$ cat src/rtl/apb_master_if.sv
// Command/response handshake plus APB bus signals of the APB requester.
// master is the requester's view; slave is the view of the client and completer around it.
interface apb_master_if #(
   parameter int unsigned ADDR_W = 32,
   parameter int unsigned DATA_W = 32
);
   logic              cmd_valid;
   logic              cmd_ready;
   logic              cmd_write;
   logic [ADDR_W-1:0] cmd_addr;
   logic [DATA_W-1:0] cmd_wdata;
   logic              rsp_valid;
   logic              rsp_ready;
   logic [DATA_W-1:0] rsp_rdata;
   logic              rsp_err;
   logic              rsp_timeout;
   logic              psel;
   logic              penable;
   logic              pwrite;
   logic [ADDR_W-1:0] paddr;
   logic [DATA_W-1:0] pwdata;
   logic [DATA_W-1:0] prdata;
   logic              pready;
   logic              pslverr;

   modport master (
      input  cmd_valid, cmd_write, cmd_addr, cmd_wdata, rsp_ready, prdata, pready, pslverr,
      output cmd_ready, rsp_valid, rsp_rdata, rsp_err, rsp_timeout,
             psel, penable, pwrite, paddr, pwdata
   );

   modport slave (
      output cmd_valid, cmd_write, cmd_addr, cmd_wdata, rsp_ready, prdata, pready, pslverr,
      input  cmd_ready, rsp_valid, rsp_rdata, rsp_err, rsp_timeout,
             psel, penable, pwrite, paddr, pwdata
   );
endinterface

$ cat src/rtl/apb_master.sv
// APB requester: one command in, SETUP/ACCESS on the bus, one response out.
// ACCESS is aborted with a timeout response after TIMEOUT cycles with pready low.
module apb_master #(
   parameter int unsigned ADDR_W  = 32,
   parameter int unsigned DATA_W  = 32,
   parameter int unsigned TIMEOUT = 16
) (
   input  logic          pclk,
   input  logic          presetn,
   apb_master_if.master  bus
);
   localparam int unsigned CntW = (TIMEOUT > 1) ? $clog2(TIMEOUT) : 1;
   localparam logic [CntW-1:0] CntMax = CntW'(TIMEOUT - 1);

   typedef enum logic [1:0] {StIdle, StSetup, StAccess, StResp} state_e;

   state_e            state_q, state_d;
   logic              psel_q, psel_d;
   logic              penable_q, penable_d;
   logic              pwrite_q, pwrite_d;
   logic [ADDR_W-1:0] paddr_q, paddr_d;
   logic [DATA_W-1:0] pwdata_q, pwdata_d;
   logic              rsp_valid_q, rsp_valid_d;
   logic [DATA_W-1:0] rsp_rdata_q, rsp_rdata_d;
   logic              rsp_err_q, rsp_err_d;
   logic              rsp_timeout_q, rsp_timeout_d;
   logic [CntW-1:0]   cnt_q, cnt_d;

   always_ff @(posedge pclk or negedge presetn) begin
      if (!presetn) begin
         state_q       <= StIdle;
         psel_q        <= 1'b0;
         penable_q     <= 1'b0;
         pwrite_q      <= 1'b0;
         paddr_q       <= '0;
         pwdata_q      <= '0;
         rsp_valid_q   <= 1'b0;
         rsp_rdata_q   <= '0;
         rsp_err_q     <= 1'b0;
         rsp_timeout_q <= 1'b0;
         cnt_q         <= '0;
      end else begin
         state_q       <= state_d;
         psel_q        <= psel_d;
         penable_q     <= penable_d;
         pwrite_q      <= pwrite_d;
         paddr_q       <= paddr_d;
         pwdata_q      <= pwdata_d;
         rsp_valid_q   <= rsp_valid_d;
         rsp_rdata_q   <= rsp_rdata_d;
         rsp_err_q     <= rsp_err_d;
         rsp_timeout_q <= rsp_timeout_d;
         cnt_q         <= cnt_d;
      end
   end

   always_comb begin
      state_d       = state_q;
      psel_d        = psel_q;
      penable_d     = penable_q;
      pwrite_d      = pwrite_q;
      paddr_d       = paddr_q;
      pwdata_d      = pwdata_q;
      rsp_valid_d   = rsp_valid_q;
      rsp_rdata_d   = rsp_rdata_q;
      rsp_err_d     = rsp_err_q;
      rsp_timeout_d = rsp_timeout_q;
      cnt_d         = cnt_q;
      unique case (state_q)
         StIdle: begin
            if (bus.cmd_valid) begin
               pwrite_d  = bus.cmd_write;
               paddr_d   = bus.cmd_addr;
               pwdata_d  = bus.cmd_wdata;
               psel_d    = 1'b1;
               penable_d = 1'b0;
               state_d   = StSetup;
            end
         end
         StSetup: begin
            penable_d = 1'b1;
            cnt_d     = '0;
            state_d   = StAccess;
         end
         StAccess: begin
            // pready wins over the timeout in the last allowed cycle
            if (bus.pready) begin
               rsp_rdata_d   = (pwrite_q || bus.pslverr) ? '0 : bus.prdata;
               rsp_err_d     = bus.pslverr;
               rsp_timeout_d = 1'b0;
               rsp_valid_d   = 1'b1;
               psel_d        = 1'b0;
               penable_d     = 1'b0;
               state_d       = StResp;
            end else if (cnt_q == CntMax) begin
               rsp_rdata_d   = '0;
               rsp_err_d     = 1'b1;
               rsp_timeout_d = 1'b1;
               rsp_valid_d   = 1'b1;
               psel_d        = 1'b0;
               penable_d     = 1'b0;
               state_d       = StResp;
            end else begin
               cnt_d = cnt_q + 1'b1;
            end
         end
         StResp: begin
            if (bus.rsp_ready) begin
               rsp_valid_d = 1'b0;
               state_d     = StIdle;
            end
         end
         default: state_d = StIdle;
      endcase
   end

   assign bus.cmd_ready   = (state_q == StIdle);
   assign bus.psel        = psel_q;
   assign bus.penable     = penable_q;
   assign bus.pwrite      = pwrite_q;
   assign bus.paddr       = paddr_q;
   assign bus.pwdata      = pwdata_q;
   assign bus.rsp_valid   = rsp_valid_q;
   assign bus.rsp_rdata   = rsp_rdata_q;
   assign bus.rsp_err     = rsp_err_q;
   assign bus.rsp_timeout = rsp_timeout_q;
endmodule

$ cat src/flat_wrapper.sv
// flat-port wrapper written by rule: the top's interface ports become plain ports
module apb_master_flat 
#(
   parameter int unsigned ADDR_W  = 32,
   parameter int unsigned DATA_W  = 32,
   parameter int unsigned TIMEOUT = 16
)
  (pclk, presetn, bus_cmd_valid, bus_cmd_write, bus_cmd_addr, bus_cmd_wdata, bus_rsp_ready, bus_prdata, bus_pready, bus_pslverr, bus_cmd_ready, bus_rsp_valid, bus_rsp_rdata, bus_rsp_err, bus_rsp_timeout, bus_psel, bus_penable, bus_pwrite, bus_paddr, bus_pwdata);
  apb_master_if #(.ADDR_W(ADDR_W), .DATA_W(DATA_W)) bus_i ();
  input  logic pclk;
  input  logic presetn;
  input wire logic [$bits(bus_i.cmd_valid)-1:0] bus_cmd_valid;
  input wire logic [$bits(bus_i.cmd_write)-1:0] bus_cmd_write;
  input wire logic [$bits(bus_i.cmd_addr)-1:0] bus_cmd_addr;
  input wire logic [$bits(bus_i.cmd_wdata)-1:0] bus_cmd_wdata;
  input wire logic [$bits(bus_i.rsp_ready)-1:0] bus_rsp_ready;
  input wire logic [$bits(bus_i.prdata)-1:0] bus_prdata;
  input wire logic [$bits(bus_i.pready)-1:0] bus_pready;
  input wire logic [$bits(bus_i.pslverr)-1:0] bus_pslverr;
  output wire logic [$bits(bus_i.cmd_ready)-1:0] bus_cmd_ready;
  output wire logic [$bits(bus_i.rsp_valid)-1:0] bus_rsp_valid;
  output wire logic [$bits(bus_i.rsp_rdata)-1:0] bus_rsp_rdata;
  output wire logic [$bits(bus_i.rsp_err)-1:0] bus_rsp_err;
  output wire logic [$bits(bus_i.rsp_timeout)-1:0] bus_rsp_timeout;
  output wire logic [$bits(bus_i.psel)-1:0] bus_psel;
  output wire logic [$bits(bus_i.penable)-1:0] bus_penable;
  output wire logic [$bits(bus_i.pwrite)-1:0] bus_pwrite;
  output wire logic [$bits(bus_i.paddr)-1:0] bus_paddr;
  output wire logic [$bits(bus_i.pwdata)-1:0] bus_pwdata;
  assign bus_i.cmd_valid = bus_cmd_valid;
  assign bus_i.cmd_write = bus_cmd_write;
  assign bus_i.cmd_addr = bus_cmd_addr;
  assign bus_i.cmd_wdata = bus_cmd_wdata;
  assign bus_i.rsp_ready = bus_rsp_ready;
  assign bus_i.prdata = bus_prdata;
  assign bus_i.pready = bus_pready;
  assign bus_i.pslverr = bus_pslverr;
  assign bus_cmd_ready = bus_i.cmd_ready;
  assign bus_rsp_valid = bus_i.rsp_valid;
  assign bus_rsp_rdata = bus_i.rsp_rdata;
  assign bus_rsp_err = bus_i.rsp_err;
  assign bus_rsp_timeout = bus_i.rsp_timeout;
  assign bus_psel = bus_i.psel;
  assign bus_penable = bus_i.penable;
  assign bus_pwrite = bus_i.pwrite;
  assign bus_paddr = bus_i.paddr;
  assign bus_pwdata = bus_i.pwdata;
  apb_master #(.ADDR_W(ADDR_W), .DATA_W(DATA_W), .TIMEOUT(TIMEOUT)) u_core (.pclk(pclk), .presetn(presetn), .bus(bus_i));
endmodule
$ cat config.mk
export PLATFORM = sky130hd
export DESIGN_NAME = apb_master_flat
export DESIGN_NICKNAME = d
export VERILOG_FILES = /design/src/rtl/apb_master_if.sv /design/src/rtl/apb_master.sv /design/src/flat_wrapper.sv
export SDC_FILE = /design/constraint.sdc
export NUM_CORES = 1
export LEC_CHECK = 0
export ABC_AREA = 1
export CAP_MARGIN = 30
export CORE_MARGIN = 2
export CORE_UTILIZATION = 45
export DETAILED_ROUTE_END_ITERATION = 8
export PLACE_DENSITY = 0.81
export SLEW_MARGIN = 20
export SYNTH_ARGS = -nofsm -noshare
export SYNTH_HDL_FRONTEND = slang
export SYNTH_SLANG_ARGS = --single-unit
$ cat constraint.sdc
create_clock -name pclk -period 3.7 [get_ports pclk]
set_input_delay 0.925 -clock pclk [delete_from_list [all_inputs] [get_ports pclk]]
set_output_delay 0.925 -clock pclk [all_outputs]
set_load 0.01 [all_outputs]
==> flow_metrics.py <==
metrics = {
    "run_status": {
        "outcome": "completed",
    },
    "routing": {
        "vias": 3528,
        "vias_per_cell": 4.98,
        "drtIter0Drc": 166,
        "avgRoutedWirePerCell_um": 17.2,
        "drtPass1Iterations": 4,
        "drc": 0,
        "finalWirelength_um": 12200,
        "postRouteAntennaNets": 0,
    },
    "power": {
        "power_density_mw_per_mm2": 796,
        "irDropWorstVdd_mv": 0.451,
        "pwr-share-clk": 0.123,
        "switching_power_mw": 1.83,
        "seq_power_share": 0.374,
        "pwr-share-comb": 0.504,
        "power.leakage_nw": 3.30,
        "p_int_mw": 3.70,
        "p_sw_frac": 0.331,
        "p_total_mw": 5.53,
    },
    "setup_path": {
        "cp-start-kind": "register",
        "critPathRequiredTime_ns": 2.77,
        "path_class": "reg2out",
        "worstSetupEndpointType": "primary output",
        "cp_data_arrival_time_ns": 1.70,
        "worstPathMaxFanout": 5,
    },
    "global_routing": {
        "grt_pass1_wl_um": 19200,
        "grt_max_degree": 45,
        "track_usage": 0.222,
        "grt_pass1_vias": 3673,
        "antenna_found_initial": 0,
        "gr-total-overflow": 0,
    },
    "die": {
        "io_pins": 206,
        "dieArea_mm2": 0.0111,
        "die_x_um": 105,
        "die_h_um": 105,
        "core_mm2": 0.0101,
        "rows": 37,
        "initial_core_util": 0.457,
    },
    "cts": {
        "path_clk_slew_ns": 0.10,
        "cts_tree": "built",
        "numCtsBuffers": 9,
        "clock_latency_ns": 0.37,
        "h-tree-depth": 3,
        "clockBufferDepth": 2,
        "postCtsHoldBufs": 0,
        "ctsRootBufferMaster": "clkbuf_8",
        "cts_resized": 0,
        "cts_setup_buffers": 0,
        "cts_sinks": 108,
    },
    "layout": {
        "drive_above_1_share": 0.175,
        "stdcell_count": 709,
        "layout_common_cells": "clkdlybuf4s50_1 (204), dfrtp_1 (108), nand3_1 (75)",
        "mostFrequentLayoutCell": "clkdlybuf4s50_1",
        "final_nets": 678,
        "diodes": 0,
        "stdcell_area_mm2": 0.00694,
        "areaGrowthSynthToFinish_pct": 49.8,
        "postLayoutCoreUtil": 0.685,
    },
    "logic_synthesis": {
        "syn_avg_cell_area_um2": 12.7,
        "ys_ff_latch": 108,
        "ys_types": 22,
        "synth_area_leaders": "dfrtp_1 (58%), mux2_4 (16%), nand3_1 (8.1%), nand2_1 (4.9%), mux2_2 (3.6%)",
        "synth_top_area_share": 0.583,
        "synth_top_cell_by_area": "dfrtp_1",
        "seq_area_frac_synth": 0.583,
        "yosysWarnings": 0,
        "synth_cells": 366,
        "synth_fp_nets": 476,
        "syn-cell-area_mm2": 0.00463,
    },
    "timing": {
        "max_freq_ghz": 0.381,
        "tightest_slew_ns": 0.747,
        "finalHoldViolations": 0,
        "layout_setup_ws_ns": 1.07,
        "slew_violations": 0,
        "rsz0062_at_grt": "no",
        "max_slew_margin": 0.502,
        "setup_viol": 0,
        "fin_crit_sh": 0.710,
        "finalWorstPathRequiredPeriod_ns": 2.63,
        "fin_tns_setup_ns": 0,
        "holdWs_ns": 0.495,
        "finalClockSkew_ns": 0.00760,
    },
    "placement": {
        "dp_worst_setup_slack_ns": 1.08,
        "dpl.hpwl_um": 8900,
        "placed_area_mm2": 0.00676,
        "dp_cells": 693,
        "routabilityCongestion": 0.785,
        "portBuffers": 205,
    },
    "flow_run": {
        "cap_viol_max_count": 0,
    },
    "min_path": {
        "hold_path_class": "reg2reg",
    },
}
## metal layers
metal  wire length (um)  GRT usage
met2               6100      0.375
met5                  0          0
met4                342     0.0829
met3                996     0.0816
met1               4740      0.257
## worst max-delay path: stages, from the launching register on
cell and delay, ns:
dfrtp_1 0.45, inv_1 0.13, ha_1 0.20, clkdlybuf4s50_1 0.55
## registers in the layout (all words and copies together) (netlist names)
signal	flops
u_core.bus.penable	1
u_core.cnt_q	4
u_core.state_q	2
u_core.bus.rsp_timeout	1
u_core.bus.psel	1
u_core.bus.rsp_err	1
u_core.bus.pwdata	32
u_core.bus.rsp_valid	1
u_core.bus.rsp_rdata	32
u_core.bus.paddr	32
u_core.bus.pwrite	1
## final cells by class
cell class              count  area, um2
flip-flops and latches    108       2700
clock inverters             6       47.5
fillers                   722       3200
well taps                 136        170
clock buffers              10        138
repair buffers            211       2110
multi-input cells         227       1740
inverters                  11       41.3
## synthesized netlist by cell type
library cell	count
a21oi_2	1
clkbuf_1	2
inv_2	2
nand2_2	2
nand2_1	61
mux2_2	15
nand3_1	75
nand4_1	5
buf_2	3
or2_2	2
inv_1	9
mux2_4	50
nor2_1	5
nor2_2	1
o21ai_2	1
buf_6	10
dfrtp_1	108
nor3_1	1
buf_4	3
ha_1	7
buf_1	2
nand3_2	1
## worst paths after layout
path | startpoint | endpoint | slack, ns | cells after the start
hold / removal | u_core.bus.psel | u_core.bus.psel | 0.49 | 2
setup reg to reg | u_core.state_q[0] | u_core.bus.pwdata[0] | 1.69 | 5
setup / recovery | u_core.state_q[0] | bus_cmd_ready | 1.07 | 3
hold reg to reg | u_core.bus.psel | u_core.bus.psel | 0.49 | 2
max in group asynchronous | presetn | u_core.bus.paddr[2] | 2.42 | 2
min in group asynchronous | presetn | u_core.bus.pwdata[28] | 0.51 | 1
## kinds of logic after synthesis
group,count (synthesis),share of synthesized area
adders and majority gates,7,0.0189
DFF,108,0.583
muxes,65,0.198
buffers and inverters,31,0.0445
and+or+nand+nor,153,0.151
AOI/OAI and AO/OA,2,0.00378
## power by group through the flow
stage	clock network (mW)	logic, mW	registers [mW]
floorplan	0	1.14	2.29
global placement	0	2.73	2.05
detailed placement	0	2.80	2.09
CTS	0.697	2.82	2.07
global route	0.748	2.96	2.13
finish	0.678	2.78	2.07
Power figures use the tool's default switching activity.
